**config.mk**
```make
export PLATFORM = sky130hd
export DESIGN_NAME = pc_sequencer
export DESIGN_NICKNAME = d
export VERILOG_FILES = /design/src/rtl/pc_sequencer.sv
export SDC_FILE = /design/constraint.sdc
export NUM_CORES = 1
export LEC_CHECK = 0
export BUFFER_PORTS_ARGS = -buffer_cell sky130_fd_sc_hd__buf_2
export CAP_MARGIN = 20
export CORE_ASPECT_RATIO = 1.5
export CORE_MARGIN = 2
export CORE_UTILIZATION = 45
export DETAILED_ROUTE_END_ITERATION = 16
export PLACE_DENSITY = 0.75
export SETUP_SLACK_MARGIN = 0.05
export SLEW_MARGIN = 10
export SYNTH_ARGS = -nofsm -noshare
export SYNTH_HDL_FRONTEND = slang
export SYNTH_SLANG_ARGS = --single-unit
```
**constraint.sdc**
```tcl
create_clock -name clk -period 1.74 [get_ports clk]
set_input_delay 0.087 -clock clk [delete_from_list [all_inputs] [get_ports clk]]
set_output_delay 0.087 -clock clk [all_outputs]
set_load 0.05 [all_outputs]
```
**src/rtl/pc_sequencer.sv**
```systemverilog
// PC stage ahead of a 1-cycle registered instruction read. Its outputs are registered, so there is no combinational path from input to output.
// Backpressure comes from stall, which freezes the PC and the fetch tags. A redirect takes priority over stall.
module pc_sequencer #(
  parameter int unsigned             REGDATASIZE = 64,
  parameter logic [REGDATASIZE-1:0]  RESET_PC    = '0,
  parameter int unsigned             INSTRNUM    = 1024,
  parameter int unsigned             CNTW        = 32
) (
  input  logic                   clk,
  input  logic                   reset,
  input  logic                   stall,
  input  logic                   redirect_valid,
  input  logic [REGDATASIZE-1:0] redirect_target,
  output logic [REGDATASIZE-1:0] addr,
  output logic [REGDATASIZE-1:0] fetch_pc,
  output logic                   fetch_valid,
  output logic                   halted,
  output logic                   fault,
  output logic [CNTW-1:0]        fetch_count
);

  typedef enum logic [1:0] {
    RUN  = 2'b00,
    HALT = 2'b01
  } state_t;

  localparam logic [REGDATASIZE-1:0] MEM_END = REGDATASIZE'(INSTRNUM) << 2;
  localparam logic [REGDATASIZE-1:0] LAST_PC = MEM_END - REGDATASIZE'(4);

  state_t                   state_q, state_d;
  logic [REGDATASIZE-1:0]   pc_q, pc_d;
  logic [REGDATASIZE-1:0]   fpc_q, fpc_d;
  logic                     fv_q, fv_d;
  logic                     fault_q, fault_d;
  logic [CNTW-1:0]          cnt_q, cnt_d;
  logic                     target_ok;
  logic                     state_legal;

  assign target_ok   = (redirect_target[1:0] == 2'b00) && (redirect_target < MEM_END);
  assign state_legal = (state_q == RUN) || (state_q == HALT);

  always_ff @(posedge clk or negedge reset) begin
    if (!reset) begin
      state_q <= RUN;
      pc_q    <= RESET_PC;
      fpc_q   <= '0;
      fv_q    <= 1'b0;
      fault_q <= 1'b0;
      cnt_q   <= '0;
    end else begin
      state_q <= state_d;
      pc_q    <= pc_d;
      fpc_q   <= fpc_d;
      fv_q    <= fv_d;
      fault_q <= fault_d;
      cnt_q   <= cnt_d;
    end
  end

  always_comb begin
    state_d = state_q;
    pc_d    = pc_q;
    fpc_d   = fpc_q;
    fv_d    = fv_q;
    fault_d = fault_q;
    cnt_d   = cnt_q;

    // Count the words handed to decode. A stalled word is counted once, on the edge that releases it.
    if (fv_q && !stall && (cnt_q != {CNTW{1'b1}})) begin
      cnt_d = cnt_q + CNTW'(1);
    end

    if (redirect_valid) begin
      // The word read from the stale pc is squashed whether or not the target is legal.
      fpc_d = pc_q;
      fv_d  = 1'b0;
      if (target_ok) begin
        pc_d    = redirect_target;
        state_d = RUN;
      end else begin
        fault_d = 1'b1;
        state_d = HALT;
      end
    end else if (!stall || !state_legal) begin
      fpc_d = pc_q;
      case (state_q)
        RUN: begin
          fv_d = 1'b1;
          if (pc_q >= LAST_PC) begin
            state_d = HALT;
          end else begin
            pc_d = pc_q + REGDATASIZE'(4);
          end
        end
        HALT: begin
          fv_d = 1'b0;
        end
        default: begin
          fv_d    = 1'b0;
          fault_d = 1'b1;
          state_d = HALT;
        end
      endcase
    end
  end

  assign addr        = pc_q;
  assign fetch_pc    = fpc_q;
  assign fetch_valid = fv_q;
  assign halted      = (state_q == HALT);
  assign fault       = fault_q;
  assign fetch_count = cnt_q;

endmodule

```
==> impl_metrics.py <==
metrics = {
    "run_status": {
        "run_status": "finished, violations left",
        "violations": "negative setup slack",
    },
    "worst_setup_path": {
        "crit_required_ns": 2.04,
        "crit_chain": "and4_4 -> nand4_1 -> buf_4 -> o41a_1 -> nand3_2 -> nor2_2 -> xor2_1",
        "cp_num_buf_inv": 1,
        "arrival_ns": 2.27,
        "max_stage_delay_ns": 0.52,
        "reg2reg_from": "fetch_count[19]",
        "slowest_stage": "o41a_1",
        "cp-startpoint": "fetch_count[19]",
        "cp_top_family": "simple AND/OR/NAND/NOR gates",
        "end_kind": "flip-flop",
        "cp-start-kind": "flip-flop",
        "worstPathMaxFanout": 5,
        "critPathKind": "reg2reg",
    },
    "final_layout": {
        "multi_input_area_sq_um": 3060,
        "drive_above_1_share_pct": 71.3,
        "final_common_cell": "buf_2",
        "final_cell_count_no_fill": 1117,
        "num_antenna_cells": 0,
        "seq_area_sq_um": 4160,
        "synthToLayoutAreaGrowth_pct": 55.3,
        "final_area_sq_um": 10500,
        "nets": 978,
        "layout_common_cells": "229 x buf_2, 129 x buf_4, 96 x dfrtp_1, 67 x dfrtp_2, 63 x mux2_2",
        "fillerInstances": 1026,
    },
    "power": {
        "leakagePower_uw": 0.00566,
        "power.density_nw_per_um2": 750,
        "power.total_uw": 7870,
        "ir_drop_mv": 0.612,
    },
    "clock_network": {
        "numClockSinks": 163,
        "root_buffer": "clkbuf_16",
        "cts_buffer_depth": 2,
        "clk_latency_ns": 0.42,
        "clkTransAtPathRegs_ns": 0.07,
        "tritoncts": "done",
        "htreeDepth": 4,
        "cts_buffers": 17,
    },
    "routing": {
        "wl_per_cell_um": 18.3,
        "drtIter0Drc": 229,
        "top_layer": "met4",
        "wl_um": 20400,
        "wl_met3_um": 871,
        "vias": 5931,
        "met1Wirelength_um": 7640,
        "drtPass1Iterations": 4,
        "antenna_left": 0,
        "drc_errors": 0,
        "via_per_inst": 5.31,
        "wl_met2_um": 11400,
    },
    "synth": {
        "yosysUniqueCellTypes": 51,
        "synth_xor_area_share_pct": 3.76,
        "syn_nets": 600,
        "synthAdderAreaFrac_pct": 0.370,
        "synth_top_family_by_area": "simple AND/OR/NAND/NOR gates",
        "synth_area_per_cell_sq_um": 12.8,
        "ys_warn_count": 0,
        "syn_area_sq_um": 6760,
        "synth-simple-area-share_pct": 18.5,
        "synth-seq-cells": 163,
        "synth_compound_area_share_pct": 4.09,
        "synth_top_area_share_pct": 60.3,
        "seq_area_frac_synth_pct": 60.3,
        "yosys.area.top_type": "dfrtp_1",
        "muxShareOfSynthArea_pct": 10.8,
        "synth.area.top_cells": "dfrtp_1 60%, mux2_2 10%, and2_4 3.9%",
        "syn_inst": 530,
    },
    "die": {
        "core-area_sq_um": 14600,
        "rows": 54,
        "die_h_um": 154,
        "start_util_pct": 46.3,
        "ioPinCount": 231,
        "die_x_um": 104,
        "die-area_sq_um": 16000,
    },
    "global_route": {
        "antenna_found_initial": 0,
        "grt_pass1_wl_um": 32500,
        "grt_start_max_net_pins": 61,
        "overflow": 0,
        "grt_pass1_vias": 6437,
        "grtUsageTotal_pct": 25.4,
    },
    "timing": {
        "holdWs_ns": 0.0225,
        "maxSlewHeadroom_pct": 61.4,
        "drv_slew": 0,
        "rsz0062_at_grt": "true",
        "max_freq_ghz": 0.508,
        "setup_violations": 60,
        "fin_ws_ns": -0.229,
        "skew_ns": 0.0137,
        "finalCritPeriodShare_pct": 113,
        "tns_ns": -8.27,
        "finalHoldViolCount": 0,
        "period_needed_ns": 1.97,
        "tightest_slew_ns": 0.580,
    },
    "placed_design": {
        "gp_congestion": 0.912,
        "dp_hpwl_um": 14300,
        "port_buffers": 230,
        "placed_cell_area_sq_um": 9290,
        "dp_cells": 1066,
    },
    "worst_hold_path": {
        "holdCritStartpoint": "redirect_target[8]",
        "hold_path_class": "in2reg",
    },
    "job": {
        "maxCapViolations": 0,
    },
}
-- synth_stat cells (all sizes together) --
cell,instances
a211o,1
a211oi,2
a21o,1
a21oi,5
a31oi,4
a32oi,5
a41oi,1
and2,31
and3,33
and4,7
buf,9
clkbuf,13
clkinv,1
dfrtp,163
ha,2
inv,6
mux2,63
mux2i,2
nand2,22
nand2b,1
nand3,22
nand4,13
nand4bb,1
nor2,32
nor2b,3
nor3,12
nor4,26
nor4b,1
o211a,3
o211ai,1
o21a,1
o21ai,2
o22a,3
o22ai,1
o32ai,1
o41a,1
o41ai,1
or2,3
or3,1
or4,1
xnor2,19
xor2,10
-- metrics by stage --
stage	utilization (%)	setup WS (ns)
floorplan	-	-0.373
global placement	63.6	-0.248
detailed placement	63.6	-0.294
CTS	69.7	-0.213
global route	72.0	-0.292
finish	72.0	-0.229
-- flip-flops by register name (all words and copies together) (netlist names) --
| signal | cells |
|---|---|
| state_q | 1 |
| fetch_count | 32 |
| addr | 64 |
| fetch_valid | 1 |
| fault | 1 |
| fetch_pc | 64 |
-- final timing paths --
check / slack (ns) / end / depth (start not counted)
max in group asynchronous: 0.85 / addr[33] / 3
worst min-delay path: 0.02 / addr[8] / 3
worst max-delay path: -0.23 / fetch_count[19] / 7
min in group asynchronous: 0.21 / fetch_pc[42] / 2
worst max register to register: -0.23 / fetch_count[19] / 7
worst min register to register: 0.46 / fault / 1
-- per-layer routing --
metal,track usage [%],vias up
li1,-,2668
met1,27.9,2963
met2,48.2,252
met3,3.56,48
met4,11.2,0
met5,0,-
-- cells by family (layout without fill, tap and decap cells) --
group	count (synthesis)	in the layout
buffers and inverters	29	420
AOI/OAI and AO/OA	33	33
DFF	163	163
and+or+nand+nor	209	209
adders and majority gates	2	2
xor gates and xnor gates	29	29
muxes	65	65
-- report_power, final --
part           total, uW  internal, uW  switching (uW)
clock               3660          1920            1740
combinational        400           151             249
sequential          3810          3800            11.0
-- repair_timing --
action,in CTS,in global routing
cloned,0,2
hold endpoints to repair,60,0
gates resized for setup,37,59
pin swaps,28,29
endpoints found under the setup margin,64,65
buffers inserted,8,4
hold buffers,6,0
-- worst min-delay path: cells and delay by family --
| family | cells | cell delay [ns] |
|---|---|---|
| compound gates | 2 | 0.24 |
| buf+inv | 1 | 0.09 |
-- final cells by class --
class | count | share of cell area [%]
clock buffers | 17 | 4.05
clock inverters | 15 | 1.55
inverters | 7 | 0.250
multi-input cells | 338 | 29.2
flip-flops and latches | 163 | 39.6
well taps | 196 | 2.33
repair buffers | 381 | 23.0
Power figures use the tool's default switching activity.
